### src/rtl/text_slot_scheduler.sv
// text_slot_scheduler: shares one ascii_rom among on-screen character slots, commits slot updates only in vblank
module text_slot_scheduler #(
  parameter int         NUM_SLOTS     = 20,
  parameter int         V_ACTIVE      = 480,
  parameter logic [6:0] DEFAULT_ASCII = 7'h30
) (
  input  logic        clk,
  input  logic        reset,
  input  logic [9:0]  x,
  input  logic [9:0]  y,
  input  logic        wr_valid,
  output logic        wr_ready,
  input  logic [4:0]  wr_slot,
  input  logic        wr_en,
  input  logic [6:0]  wr_ascii,
  input  logic [9:0]  wr_x,
  input  logic [9:0]  wr_y,
  output logic [10:0] rom_addr,
  output logic        hit_d,
  output logic [2:0]  col_d,
  output logic        wr_err
);
  typedef enum logic [1:0] {IDLE, PENDING, COMMIT} state_t;
  localparam logic [10:0] VA = 11'(V_ACTIVE);
  logic       en  [NUM_SLOTS];
  logic [9:0] sx  [NUM_SLOTS];
  logic [9:0] sy  [NUM_SLOTS];
  logic [6:0] asc [NUM_SLOTS];
  state_t     state, state_n;
  logic       vb, hit, hit_1, p_ok, p_en;
  logic [6:0] w_asc, p_ascii;
  logic [3:0] w_row;
  logic [2:0] w_col, col_1;
  logic [4:0] p_slot;
  logic [9:0] p_x, p_y;
  assign vb       = {1'b0, y} >= VA;
  assign p_ok     = {1'b0, p_slot} < 6'(NUM_SLOTS);
  assign wr_ready = state == IDLE;
  assign wr_err   = state == COMMIT && !p_ok;
  // Scan from the top so the lowest matching index is the one left standing.
  always_comb begin
    hit   = 1'b0;
    w_asc = DEFAULT_ASCII;
    w_row = '0;
    w_col = '0;
    for (int i = NUM_SLOTS - 1; i >= 0; i--)
      if (!vb && en[i] && {1'b0, x} >= {1'b0, sx[i]} && {1'b0, x} < {1'b0, sx[i]} + 11'd8 &&
          {1'b0, y} >= {1'b0, sy[i]} && {1'b0, y} < {1'b0, sy[i]} + 11'd16) begin
        hit   = 1'b1;
        w_asc = asc[i];
        w_row = 4'(y - sy[i]);
        w_col = 3'(x - sx[i]);
      end
  end
  always_comb begin
    state_n = state == IDLE    ? (wr_valid ? PENDING : IDLE) :
              state == PENDING ? (vb ? COMMIT : PENDING) : IDLE;
  end
  always_ff @(posedge clk) begin
    if (reset) begin
      state    <= IDLE;
      rom_addr <= {DEFAULT_ASCII, 4'h0};
      hit_1    <= 1'b0;
      col_1    <= '0;
      hit_d    <= 1'b0;
      col_d    <= '0;
    end else begin
      state    <= state_n;
      rom_addr <= {w_asc, w_row};
      hit_1    <= hit;
      col_1    <= w_col;
      hit_d    <= hit_1;
      col_d    <= col_1;
    end
  end
  always_ff @(posedge clk) begin
    if (state == IDLE && wr_valid) begin
      p_slot  <= wr_slot;
      p_en    <= wr_en;
      p_ascii <= wr_ascii;
      p_x     <= wr_x;
      p_y     <= wr_y;
    end
  end
  always_ff @(posedge clk) begin
    if (reset) begin
      for (int i = 0; i < NUM_SLOTS; i++) begin
        en[i]  <= 1'b0;
        sx[i]  <= '0;
        sy[i]  <= '0;
        asc[i] <= DEFAULT_ASCII;
      end
    end else if (state == COMMIT && p_ok) begin
      for (int i = 0; i < NUM_SLOTS; i++)
        if (5'(i) == p_slot) begin
          en[i]  <= p_en;
          sx[i]  <= p_x;
          sy[i]  <= p_y;
          asc[i] <= p_ascii;
        end
    end
  end
endmodule

### config.mk
export PLATFORM = sky130hd
export DESIGN_NAME = text_slot_scheduler
export DESIGN_NICKNAME = d
export VERILOG_FILES = /design/src/rtl/text_slot_scheduler.sv
export SDC_FILE = /design/constraint.sdc
export NUM_CORES = 2
export LEC_CHECK = 0
export BUFFER_PORTS_ARGS = -buffer_cell sky130_fd_sc_hd__buf_4
export CORE_MARGIN = 3
export CORE_UTILIZATION = 60
export DETAILED_ROUTE_END_ITERATION = 7
export GPL_TIMING_DRIVEN = 0
export PLACE_DENSITY_LB_ADDON = 0.25
export SLEW_MARGIN = 20
export SYNTH_ARGS = -nofsm -noshare
export SYNTH_HDL_FRONTEND = slang
export SYNTH_SLANG_ARGS = --single-unit
### constraint.sdc
create_clock -name clk -period 9.6 [get_ports clk]
set_input_delay 1.44 -clock clk [delete_from_list [all_inputs] [get_ports clk]]
set_output_delay 1.44 -clock clk [all_outputs]
set_load 0.1 [all_outputs]
# [Word level (Yosys, flattened, before mapping)]
# Memories as Yosys holds them, arrays and structs flattened.
# Index checks and enable logic that the tools add are counted.
[word_totals] out_inout_bits=17 ff_bits=54 wordCells=631 mem_count=4 ram_bits=560
[op_classes] magnitude_cmp=82 addsub=80 bitwise=80 n_eq_ne=21 muxes=246 reduce_logical=107
[mem_list] name="sx" words=20 width=10 read_ports=20 rd_ports_with_merged_regs=0 write_ports=20 line="26" text="logic [9:0] sx [NUM_SLOTS];"
[mem_list] name="sy" words=20 width=10 read_ports=20 rd_ports_with_merged_regs=0 write_ports=20 line="27" text="logic [9:0] sy [NUM_SLOTS];"
[mem_list] name="asc" words=20 width=7 read_ports=20 rd_ports_with_merged_regs=0 write_ports=20 line="28" text="logic [6:0] asc [NUM_SLOTS];"
[mem_list] name="en" words=20 width=1 read_ports=20 rd_ports_with_merged_regs=0 write_ports=20 line="25" text="logic en [NUM_SLOTS];"
[ops] cell="< comparator 10 x 11 -> 1 bit" count=40
[ops] cell="greater-or-equal comparator 10 bit" count=40
[ops] cell="2-to-1 mux 10 bit" count=40
[ops] cell="2-to-1 mux 7 bit" count=40
[ops] cell="adder 10 x 4 -> 11 bit (second input constant)" count=20
[ops] cell="adder 10 x 5 -> 11 bit (second input constant)" count=20
[ops] cell="2-to-1 mux 1 bit" count=123
[ops] cell="logical AND 1 bit" count=103
[ops] cell="2-to-1 mux 4 bit" count=20
[ops] cell="OR 1 bit" count=80
[ops] cell="subtractor 4 bit" count=20
[ops] cell="2-to-1 mux 3 bit" count=20
[ops] cell="subtractor 3 bit" count=20
[ops] cell="== test 4 x 5 -> 1 bit (first input constant)" count=8
[ops] cell="== test 3 x 5 -> 1 bit (first input constant)" count=4
[ops] cell="== test 5 bit (first input constant)" count=4
[ops] cell="== test 2 x 5 -> 1 bit (first input constant)" count=2
[ops] cell="greater-or-equal comparator 10 x 9 -> 1 bit (second input constant)" count=1
[ops] cell="2-to-1 mux 2 bit" count=3
[ops] cell="== test 1 x 5 -> 1 bit (first input constant)" count=1
[ops] cell="logical NOT 5 bit" count=1
[ops] cell="< comparator 5 bit (second input constant)" count=1
[ops] cell="== test 2 x 1 -> 1 bit (second input constant)" count=1
[ops] cell="== test 2 bit (second input constant)" count=1
[ops] cell="other kinds (2)" count=3

# [Depth between registers and ports, before layout]
[depth] depth_word=27 ltp_mapped=17

# [Worst setup path after synthesis]
# OpenSTA, ideal clock, no wires.
[synth_path] kind="in2reg" startpoint="input port y[1]" endpoint="register rom_addr[0]" stages=13 required_time_ps=9483 slack_ps=4786 arrival_ps=4697 setup_ps=117 cell_sequence="inv_1 -> fa_1 -> a21boi_0 -> o211a_1 -> o21ai_1 -> nand4_1 -> o311a_4 -> buf_6 -> a221o_1 -> a211oi_2 -> nor3_1 -> o32a_1 -> a32o_1"
[synth_between] elab_chain_cells=27 elab_cells_between_ends=162 classes_between="order compare (41); mux (20); reduce/logical (101)"
[synth_rtl] item="start, declared" line="10" text="input logic [9:0] y,"
[synth_rtl] item="greater-or-equal comparator 10 x 9 -> 1 bit" line="36" text="assign vb = {1'b0, y} >= VA;"
[synth_rtl] item="logical NOT 1 bit" line="47" text="if (!vb && en[i] && {1'b0, x} >= {1'b0, sx[i]} && {1'b0, x} < {1'b0, sx[i]} + 11'd8 &&"
[synth_rtl] item="logical AND 1 bit (4 in series)" line="47"
[synth_rtl] item="logical AND 1 bit" line="48" text="{1'b0, y} >= {1'b0, sy[i]} && {1'b0, y} < {1'b0, sy[i]} + 11'd16) begin"
[synth_rtl] item="2-to-1 mux 4 bit (19 in series)" line="47"
[synth_rtl] item="2-to-1 mux 4 bit (*)" line="47"
[synth_rtl] item="end signal, assigned" line="62" text="rom_addr <= {DEFAULT_ASCII, 4'h0};"
[synth_rtl] item="end signal, assigned" line="69" text="rom_addr <= {w_asc, w_row};"
[synth_rtl] item="end, declared" line="18" text="output logic [10:0] rom_addr,"
# Every way passes the cells marked *; elsewhere a longest branch is shown, timed or not.
# A chain may end at the register's enable or synchronous reset.

# [Final worst setup path]
[layout_path] startpoint="input port y[7]" endpoint="register rom_addr[1]"
# The elaborated chain is that of the path after synthesis.

==> key figures <==
Critical path
  • CP Launch Type: primary input
  • Highest cell delay on the worst timing path: 1.09 ns
  • Arrival time of the worst setup path: 7.03 ns
  • Sequence of cells on the critical path: buf_4, a41oi_2, buf_6, buf_2, o211ai_1, a31oi_1, o211ai_1, or2_2, clkbuf_1, o221ai_1, nor4bb_1, o31ai_1
  • Required time of the critical path: 10.03 ns
  • Family with the most delay on the worst path: compound AO/OA/AOI/OAI gates
  • Category of the worst setup path capture point: flip-flop
  • Worst R2R Setup Slack: 4.25 ns
  • Launching point of the worst reg2reg path: sy[0][174]$_SDFFCE_PN0P_
  • Cell count of the worst reg-to-reg path: 17
  • CP dominant cell by count: sky130_fd_sc_hd__o211ai_1
  • Endpoint of the worst register-to-register path: rom_addr[1]$_SDFF_PP0_
  • Max stage delay cell, worst path: sky130_fd_sc_hd__nor4bb_1
  • WP buf/inv: 4
  • Setup Crit Path Kind: primary input to flip-flop
  • Maximum fanout along the worst path: 41

Place
  • Number of cells in the design after placement: 5510
  • DPL Wire Length: 105 mm
  • Placement-stage worst setup slack: 2.84 ns
  • Placer's final routability congestion estimate: 1.05
  • # port buffers: 71

Global route
  • Initial antenna violation count: 6
  • First-pass GRT wire length: 217 mm
  • Number of global-route vias before repair: 35700
  • GRT Residual Overflow: 0
  • Maximum number of pins on one net before global-route repair: 42
  • Gr usage total: 37.4%

Timing
  • PnR worst setup slack: 3.00 ns
  • Final-layout setup total negative slack: 0 ns
  • Remaining max-slew budget at the tightest pin: 18.3%
  • Final setup violation count: 0
  • Clock Skew: 0.0412 ns
  • Period utilization: 68.7%
  • Number of pins exceeding their max-slew limit in the final report: 0
  • Pin slew with the least headroom to its limit: 1.22 ns
  • Unrepaired setup endpoints after global routing: false
  • Fin. Hold Viols: 0
  • Period minus WS final: 6.60 ns
  • Upper clock frequency limit: 0.152 GHz
  • Fin Hold WS: 0.458 ns

Yosys
  • Area share of the largest cell type after synthesis: 39.7%
  • Syn_area_per_cell: 10.0 um2
  • Cell area after synthesis: 44900 um2
  • Count of mapped cells out of synthesis: 4470
  • Proportion of synthesized flip-flops having asynchronous set or reset: 0%
  • Synth Net Count: 5266
  • Portion of the post-synthesis area used by sequential elements: 40.6%
  • Total of warnings raised by yosys: 0
  • Number of register bits inferred by synthesis: 614
  • Cells taking the most area after synthesis: sky130_fd_sc_hd__edfxtp_1 (40%), sky130_fd_sc_hd__ha_1 (20%), sky130_fd_sc_hd__nor2_1 (5.0%)
  • Yosys top cell by area: sky130_fd_sc_hd__edfxtp_1
  • Primary FF master, synth: sky130_fd_sc_hd__edfxtp_1
  • Number of enable-type register cells in the synthesized netlist: 593
  • Synth cell types: 91

Finish
  • Number of cells in the finished layout apart from fillers: 5640
  • Most common cell after layout, fill and taps aside: sky130_fd_sc_hd__ha_1
  • Area Overhead vs Synth: 9.71%
  • Most used cells in the layout excluding fill and tap cells: sky130_fd_sc_hd__ha_1 (700), sky130_fd_sc_hd__nor2_1 (601), sky130_fd_sc_hd__edfxtp_1 (593), sky130_fd_sc_hd__inv_1 (513), sky130_fd_sc_hd__nand3_1 (217)
  • Share of cells above drive strength 1: 5.84%
  • Final-stage net count: 5420

Hold path
  • Number of instances on the worst hold path: 1
  • Capture endpoint of the worst hold path: col_d[0]$_SDFF_PP0_
  • Worst hold path type: flip-flop to flip-flop
  • Origin of the worst min-delay path: col_1[0]$_SDFF_PP0_

Floorplanning
  • Die height: 279 um
  • Core area: 73500 um2
  • Number of rows created at floorplan: 99
  • Die width: 279 um
  • Die Footprint: 78100 um2
  • Initial standard-cell utilization of the core: 61.1%
  • Count of boundary I/O pins: 73

Drt
  • Avg Vias per Cell: 6.58
  • Detailed Route Iter0 Violations: 4542
  • Number of routed nets with antenna violations: 0
  • Average wire length per cell after detail routing: 26.2 um
  • First-pass iteration count of the detailed router: 8
  • DR vias: 37100
  • Total wire length after detailed routing: 148 mm
  • Drc violations: 0

Status
  • Result of the run: completed

Clock tree
  • Maximum buffer depth of the clock tree: 3
  • Reg clk slew, reported paths: 0.06 ns
  • Total CTS buffers: 71
  • Sinks on Clock Net: 614
  • Clk Tree Root Cell: sky130_fd_sc_hd__clkbuf_16
  • Post-CTS Setup Repair Bufs: 0
  • Htree depth: 3
  • Number of buffers added to fix hold violations after cts: 0
  • Insertion delay to the later sink of the worst-skew pair: 0.64 ns
  • Gates resized, CTS repair: 0
  • Clock tree from TritonCTS: built

Power
  • Power per unit of standard cell area: 146 nW/um2
  • Largest vdd supply drop: 0.000149 V
  • Static Leakage: 20.2 nW
  • Overall power consumption: 7.19 mW

Run
  • Max-cap violations: 0
how the worst max path moves through the flow:
stage | from | to | cells past startpoint
2_1_floorplan | y[1] | rom_addr[0]$_SDFF_PP0_ | 13
3_3_place_gp | x[1] | rom_addr[2]$_SDFF_PP0_ | 13
3_5_place_dp | y[8] | rom_addr[7]$_SDFF_PP0_ | 13
4_1_cts | y[8] | rom_addr[7]$_SDFF_PP0_ | 13
5_1_grt | y[8] | rom_addr[7]$_SDFF_PP0_ | 13
6_report | y[7] | rom_addr[1]$_SDFF_PP0_ | 12
per-stage QoR:
| stage | cell area [um2] | util [%] |
|---|---|---|
| after floorplan | 44900 | - |
| after global placement | 46600 | 63.4 |
| after detailed placement | 46800 | 63.7 |
| after CTS | 49200 | 67.0 |
| after global routing | 49200 | 67.0 |
| final | 49200 | 67.0 |
cell type report:
cell class / instances / area, um2
repair buffers: 81 / 676
flip-flops and latches: 614 / 18200
well taps: 959 / 1200
plain buffers: 122 / 500
clock buffers: 86 / 1870
diodes: 4 / 10.0
multi-input cells: 3215 / 24300
inverters: 519 / 1950
clock inverters: 40 / 514
fillers: 5670 / 24200
per-layer routing:
layer	GRT usage, %	vias up	share of wire (%)
met5	0	-	0.037
met4	21.0	10	6.3
met3	9.37	487	12
met2	58.5	2174	44
met1	47.7	17800	38
li1	-	16700	-
flip-flops by register name, summed over array words and instances, names as in the netlist, 5 cells and up:
name and flops:
sx 200, sy 200, asc 140, en 20, rom_addr 11, p_x 10
p_y 10, p_ascii 7, p_slot 5
cell usage after synthesis (all sizes together), types with 82 or more instances:
library cell	number
o21ai	141
nor3	82
edfxtp	593
nor2	601
nand2	199
clkbuf	103
inv	518
ha	700
a21oi	157
nand3	217
xnor2	207
report_power, final:
group          leakage [nW]  internal, mW  switching [mW]
Sequential             6.18          3.03          0.0615
Clock                  1.16          1.67            1.18
Combinational          12.9         0.417           0.824
kinds of logic after synthesis:
group / after synthesis / share of synthesized area (%)
buffers and inverters: 641 / 5.43
xor gates and xnor gates: 226 / 4.41
AOI/OAI and AO/OA: 899 / 14.4
adders and majority gates: 740 / 21.3
DFF: 614 / 40.6
muxes: 4 / 0.0893
and+or+nand+nor: 1346 / 13.7
No activity file was read; power rests on OpenSTA's default activity.
